===== config.mk =====
export PLATFORM = sky130hd
export DESIGN_NAME = mem_responder_flat
export DESIGN_NICKNAME = d
export VERILOG_FILES = /design/src/rtl/mem_responder_if.sv /design/src/rtl/mem_responder.sv /design/src/flat_wrapper.sv
export SDC_FILE = /design/constraint.sdc
export NUM_CORES = 1
export LEC_CHECK = 0
export ABC_CLOCK_PERIOD_IN_PS = 2650
export CORE_AREA = 2 2 103 105
export CTS_BUF_LIST = sky130_fd_sc_hd__clkbuf_8
export DETAILED_ROUTE_END_ITERATION = 8
export DIE_AREA = 0 0 105 107
export DONT_BUFFER_PORTS = 1
export GPL_ROUTABILITY_DRIVEN = 0
export HOLD_SLACK_MARGIN = 0.1
export SLEW_MARGIN = 25
export SYNTH_ARGS = -nofsm -noshare
export SYNTH_HDL_FRONTEND = slang
export SYNTH_SLANG_ARGS = --single-unit

===== constraint.sdc =====
create_clock -name CLK -period 2.65 [get_ports CLK]
set_input_delay 0.6625 -clock CLK [delete_from_list [all_inputs] [get_ports CLK]]
set_output_delay 0.6625 -clock CLK [all_outputs]
set_load 0.05 [all_outputs]

===== src/rtl/mem_responder_if.sv =====
// Handshake bundle between the request unit/caches, the memory responder and the RAM model.
interface mem_responder_if #(
  parameter int unsigned WORD_W = 32
);
  logic              imemREN;
  logic [WORD_W-1:0] imemaddr;
  logic              dmemREN;
  logic              dmemWEN;
  logic [WORD_W-1:0] dmemaddr;
  logic [WORD_W-1:0] dmemstore;
  logic              ihit;
  logic              dhit;
  logic [WORD_W-1:0] imemload;
  logic [WORD_W-1:0] dmemload;
  logic              ramREN;
  logic              ramWEN;
  logic [WORD_W-1:0] ramaddr;
  logic [WORD_W-1:0] ramstore;
  logic [WORD_W-1:0] ramload;
  logic              req_err;

  modport slave (
    input  imemREN, imemaddr, dmemREN, dmemWEN, dmemaddr, dmemstore, ramload,
    output ihit, dhit, imemload, dmemload, ramREN, ramWEN, ramaddr, ramstore, req_err
  );

  modport master (
    output imemREN, imemaddr, dmemREN, dmemWEN, dmemaddr, dmemstore, ramload,
    input  ihit, dhit, imemload, dmemload, ramREN, ramWEN, ramaddr, ramstore, req_err
  );
endinterface


===== src/rtl/mem_responder.sv =====
// Arbitrates instruction/data requests onto one fixed-latency RAM port and returns hit pulses.
// Define RR_ARB_EN for round-robin arbitration; default is fixed data priority.
module mem_responder #(
  parameter int unsigned LAT    = 2,
  parameter int unsigned WORD_W = 32
) (
  input  logic            CLK,
  input  logic            nRST,
  mem_responder_if.slave  bus
);

  typedef enum logic [1:0] {
    IDLE = 2'd0,
    IACC = 2'd1,
    DACC = 2'd2
  } state_t;

  if (LAT > 15) begin : g_lat_check
    $error("mem_responder: LAT must be in 0..15");
  end

  state_t            state_q, state_d;
  logic [3:0]        cnt_q, cnt_d;
  logic              wr_q, wr_d;
  logic [WORD_W-1:0] ramaddr_q, ramaddr_d;
  logic [WORD_W-1:0] ramstore_q, ramstore_d;
  logic              req_err_q, req_err_d;
  logic              last_d_q, last_d_d;
  logic              dreq_s, pick_d_s, ihit_s, dhit_s;

  assign dreq_s = bus.dmemREN | bus.dmemWEN;

  // Grant selection when the responder is idle.
  always_comb begin
    pick_d_s = dreq_s;
`ifdef RR_ARB_EN
    if (dreq_s && bus.imemREN) begin
      pick_d_s = ~last_d_q;
    end else begin
      pick_d_s = dreq_s;
    end
`endif
  end

  // Next-state, latch and hit logic.
  always_comb begin
    state_d    = state_q;
    cnt_d      = cnt_q;
    wr_d       = wr_q;
    ramaddr_d  = ramaddr_q;
    ramstore_d = ramstore_q;
    last_d_d   = last_d_q;
    req_err_d  = req_err_q | (bus.dmemREN & bus.dmemWEN);
    ihit_s     = 1'b0;
    dhit_s     = 1'b0;
    case (state_q)
      IDLE: begin
        if (dreq_s || bus.imemREN) begin
          cnt_d    = 4'(LAT);
          last_d_d = pick_d_s;
          if (pick_d_s) begin
            state_d    = DACC;
            wr_d       = bus.dmemWEN;
            ramaddr_d  = bus.dmemaddr;
            ramstore_d = bus.dmemstore;
          end else begin
            state_d   = IACC;
            wr_d      = 1'b0;
            ramaddr_d = bus.imemaddr;
          end
        end else begin
          state_d = IDLE;
        end
      end
      IACC: begin
        // A dropped request aborts the access without a hit.
        if (!bus.imemREN) begin
          state_d = IDLE;
        end else if (cnt_q == 4'd0) begin
          ihit_s  = 1'b1;
          state_d = IDLE;
        end else begin
          cnt_d = cnt_q - 4'd1;
        end
      end
      DACC: begin
        if (!dreq_s) begin
          state_d = IDLE;
        end else if (cnt_q == 4'd0) begin
          dhit_s  = 1'b1;
          state_d = IDLE;
        end else begin
          cnt_d = cnt_q - 4'd1;
        end
      end
      default: begin
        state_d = IDLE;
      end
    endcase
  end

  // State and latched-request registers.
  always_ff @(posedge CLK or negedge nRST) begin
    if (!nRST) begin
      state_q    <= IDLE;
      cnt_q      <= 4'd0;
      wr_q       <= 1'b0;
      ramaddr_q  <= {WORD_W{1'b0}};
      ramstore_q <= {WORD_W{1'b0}};
      req_err_q  <= 1'b0;
      last_d_q   <= 1'b0;
    end else begin
      state_q    <= state_d;
      cnt_q      <= cnt_d;
      wr_q       <= wr_d;
      ramaddr_q  <= ramaddr_d;
      ramstore_q <= ramstore_d;
      req_err_q  <= req_err_d;
      last_d_q   <= last_d_d;
    end
  end

  // Loads are a same-cycle pass-through of the RAM data on the completing cycle.
  assign bus.ihit     = ihit_s;
  assign bus.dhit     = dhit_s;
  assign bus.imemload = ihit_s ? bus.ramload : {WORD_W{1'b0}};
  assign bus.dmemload = (dhit_s && !wr_q) ? bus.ramload : {WORD_W{1'b0}};
  assign bus.ramREN   = (state_q == IACC) || ((state_q == DACC) && !wr_q);
  assign bus.ramWEN   = (state_q == DACC) && wr_q;
  assign bus.ramaddr  = ramaddr_q;
  assign bus.ramstore = ramstore_q;
  assign bus.req_err  = req_err_q;

endmodule


===== src/flat_wrapper.sv =====
// flat-port wrapper written by rule: the top's interface ports become plain ports
module mem_responder_flat 
#(
  parameter int unsigned LAT    = 2,
  parameter int unsigned WORD_W = 32
)
  (CLK, nRST, bus_imemREN, bus_imemaddr, bus_dmemREN, bus_dmemWEN, bus_dmemaddr, bus_dmemstore, bus_ramload, bus_ihit, bus_dhit, bus_imemload, bus_dmemload, bus_ramREN, bus_ramWEN, bus_ramaddr, bus_ramstore, bus_req_err);
  mem_responder_if #(.WORD_W(WORD_W)) bus_i ();
  input  logic CLK;
  input  logic nRST;
  input wire logic [$bits(bus_i.imemREN)-1:0] bus_imemREN;
  input wire logic [$bits(bus_i.imemaddr)-1:0] bus_imemaddr;
  input wire logic [$bits(bus_i.dmemREN)-1:0] bus_dmemREN;
  input wire logic [$bits(bus_i.dmemWEN)-1:0] bus_dmemWEN;
  input wire logic [$bits(bus_i.dmemaddr)-1:0] bus_dmemaddr;
  input wire logic [$bits(bus_i.dmemstore)-1:0] bus_dmemstore;
  input wire logic [$bits(bus_i.ramload)-1:0] bus_ramload;
  output wire logic [$bits(bus_i.ihit)-1:0] bus_ihit;
  output wire logic [$bits(bus_i.dhit)-1:0] bus_dhit;
  output wire logic [$bits(bus_i.imemload)-1:0] bus_imemload;
  output wire logic [$bits(bus_i.dmemload)-1:0] bus_dmemload;
  output wire logic [$bits(bus_i.ramREN)-1:0] bus_ramREN;
  output wire logic [$bits(bus_i.ramWEN)-1:0] bus_ramWEN;
  output wire logic [$bits(bus_i.ramaddr)-1:0] bus_ramaddr;
  output wire logic [$bits(bus_i.ramstore)-1:0] bus_ramstore;
  output wire logic [$bits(bus_i.req_err)-1:0] bus_req_err;
  assign bus_i.imemREN = bus_imemREN;
  assign bus_i.imemaddr = bus_imemaddr;
  assign bus_i.dmemREN = bus_dmemREN;
  assign bus_i.dmemWEN = bus_dmemWEN;
  assign bus_i.dmemaddr = bus_dmemaddr;
  assign bus_i.dmemstore = bus_dmemstore;
  assign bus_i.ramload = bus_ramload;
  assign bus_ihit = bus_i.ihit;
  assign bus_dhit = bus_i.dhit;
  assign bus_imemload = bus_i.imemload;
  assign bus_dmemload = bus_i.dmemload;
  assign bus_ramREN = bus_i.ramREN;
  assign bus_ramWEN = bus_i.ramWEN;
  assign bus_ramaddr = bus_i.ramaddr;
  assign bus_ramstore = bus_i.ramstore;
  assign bus_req_err = bus_i.req_err;
  mem_responder #(.LAT(LAT), .WORD_W(WORD_W)) u_core (.CLK(CLK), .nRST(nRST), .bus(bus_i));
endmodule

==> metrics <==
clk buf depth 2; CTS buffer count 9; warnings from Yosys 0; RSZ-0062 raised after global routing yes; initial antenna violation count 0; register area share after synthesis 49.9%; Internal Power 3.12 mW; power share of the combinational group 27.4%; DP Worst Slack 0.130 ns; average size of a mapped cell 10.7 sq um; H-tree depth 3; final setup fails 65; Ports 266; GRT Overall Usage 19.2%; Root Buffer clkbuf_8; CTS tree yes; antenna-violating nets left 0; max-cap violation count 0; Clock Sinks 72; Die Ht 107 um; Iter 0 DRT Violations 87; Detailed Route WL 11.0 mm; # diodes 0; Leak Pwr 2.42 nW; first-pass GRT wire length 16.5 mm; FP Rows 37; drt drc 0; post-route clock period utilization 105%; Seq pwr share 56.8%; worst-skew pair later-pin latency 0.34 ns; Yosys cell types 30; largest net degree at the start of global routing 73; Fin Hold WS 0.198 ns; die width 105 um; wire per inst 20.1 um; peak supply drop 0.920 mV; Data required, critical path 1.99 ns; Hold Vio Cnt, Final 0; Die Area 11200 sq um; max_slew headroom 65.0%; Net Switching 3.53 mW; remaining global-route overflow 0; clock network fraction of design power 15.8%; clock-pin slew on the worst setup and hold paths 0.08 ns; vias in the first global route 2927; Critical Path AT 2.12 ns; nets 545; Max Clock Skew 0.0126 ns; Critical Path Start Type flip-flop; Sw Ratio 53.1%; CP endpoint kind output pin; Worst Hold Class in2async; vias post-DR 2764; DR pass1 iterations 4; mapped cell area 3610 sq um; Area Growth Syn to Fin 54.4%; core area 10100 sq um; fmax 360 MHz; most common cell after layout, fill and taps aside dfrtp_1; I/O Buffers 0; Syn Inst Count 338; pwr dens 1190 nW/um^2; commonest non-fill, non-tap cells in the layout 72 x dfrtp_1, 64 x and2_4, 58 x buf_12, 40 x nand2_1; outcome finished with violations; PnR worst setup slack -0.130 ns; DPL Wire Length 8.03 mm; failing checks negative setup slack; via/cell ratio 5.05; #FFs+latches synth 72; fin. max-slew vios 0; post-synth net total 476; worst slew pin tran 0.525 ns; crit path kind reg2out; worst-path fanout max 8; Initial Util 35.8%; post-route minimum period 2.78 ns; layout cells sized above 1 48.9%
-- layout make-up --
class | count | area, sq um
well taps | 136 | 170
clock inverters | 6 | 116
inverters | 7 | 26.3
clock buffers | 9 | 124
flip-flops and latches | 72 | 1800
fillers | 849 | 4520
repair buffers | 79 | 1450
multi-input cells | 238 | 1890
-- kinds of logic (layout without fill, tap and decap cells) --
| group | count (synthesis) | in the layout | share of synthesized area, % |
|---|---|---|---|
| AOI/OAI and AO/OA | 48 | 48 | 7.66 |
| buffers and inverters | 28 | 101 | 3.64 |
| muxes | 64 | 64 | 18.8 |
| DFF | 72 | 72 | 49.9 |
| adders and majority gates | 5 | 5 | 1.73 |
| and+or+nand+nor | 121 | 121 | 18.2 |
-- stage by stage --
stage	power [mW]	util [%]	instances	cell area (sq um)	setup TNS, ns
5_1_grt	6.99	55.3	547	5580	-12.99
2_1_floorplan	4.87	-	338	3620	0
6_report	6.66	55.3	547	5580	-6.38
4_1_cts	6.65	54.3	543	5480	-8.49
3_5_place_dp	5.42	48.7	515	4920	0
3_3_place_gp	5.34	48.7	515	4920	0
-- cells in the mapped netlist, drive strengths merged --
master,n,share of area [%]
a32o,2,0.55
nor3,2,0.42
or3,1,0.17
mux2,32,10
dfrtp,72,50
ha,5,1.7
a22o,2,0.49
nor2,6,1.0
nand2,40,4.2
a211o,1,0.24
a21oi,3,0.42
buf,13,2.0
and3,2,0.35
nand3,3,0.42
o31ai,1,0.21
a41o,1,0.28
and2,65,11
clkbuf,8,0.94
inv,7,0.73
a21o,2,0.42
nor2b,1,0.17
o21ai,35,4.9
mux2i,32,8.9
or3b,1,0.24
a22oi,1,0.21
-- layer usage --
layer / part of all wire [%] / wire, um / vias to the layer above / global-route usage, %
met1: 35 / 3820 / 1302 / 20.5
met5: 0 / 0 / - / 0
met3: 9.7 / 1070 / 12 / 7.48
li1: - / - / 1274 / -
met4: 1.5 / 164 / 0 / 6.48
met2: 54 / 5940 / 176 / 34.8
-- power by group through the flow --
stage | registers [mW] | clock network [mW] | logic (mW)
2_1_floorplan | 3.66 | 0 | 1.22
3_3_place_gp | 3.79 | 0 | 1.55
3_5_place_dp | 3.80 | 0 | 1.62
4_1_cts | 3.79 | 1.08 | 1.78
5_1_grt | 3.85 | 1.13 | 2.01
6_report | 3.78 | 1.05 | 1.83
-- worst paths after layout --
kind / start / end / slack [ns] / depth (start not counted)
worst min register to register: u_core.wr_q / u_core.wr_q / 0.58 / 2
worst min-delay path: nRST / u_core.bus.ramstore[20] / 0.20 / 1
worst max register to register: u_core.cnt_q[0] / u_core.cnt_q[0] / 0.65 / 8
worst max-delay path: u_core.cnt_q[0] / bus_imemload[17] / -0.13 / 9
max in group asynchronous: nRST / u_core.cnt_q[1] / 2.17 / 1
min in group CLK: bus_dmemWEN / u_core.wr_q / 0.44 / 2
-- worst max-delay path: stages, from the launching register on --
cell and delay (ns):
dfrtp_1 0.40, inv_2 0.09, ha_4 0.13, or3b_4 0.40, buf_6 0.13, nor2_4 0.08
buf_6 0.13, buf_16 0.13, and2_4 0.16, buf_12 0.13
-- sequential cells by signal, indices dropped and copies added, names as in the netlist --
name,flops
u_core.state_q,2
u_core.bus.req_err,1
u_core.bus.ramstore,32
u_core.cnt_q,4
u_core.wr_q,1
u_core.bus.ramaddr,32
-- timing repair --
item	4_1_cts	5_1_grt
gates resized for setup	63	30
hold endpoints to repair	72	0
setup endpoints to repair	65	66
hold buffers	1	0
gates cloned	3	2
pin swaps	13	21
setup buffers	9	3
(Power assumes the default switching activity.)
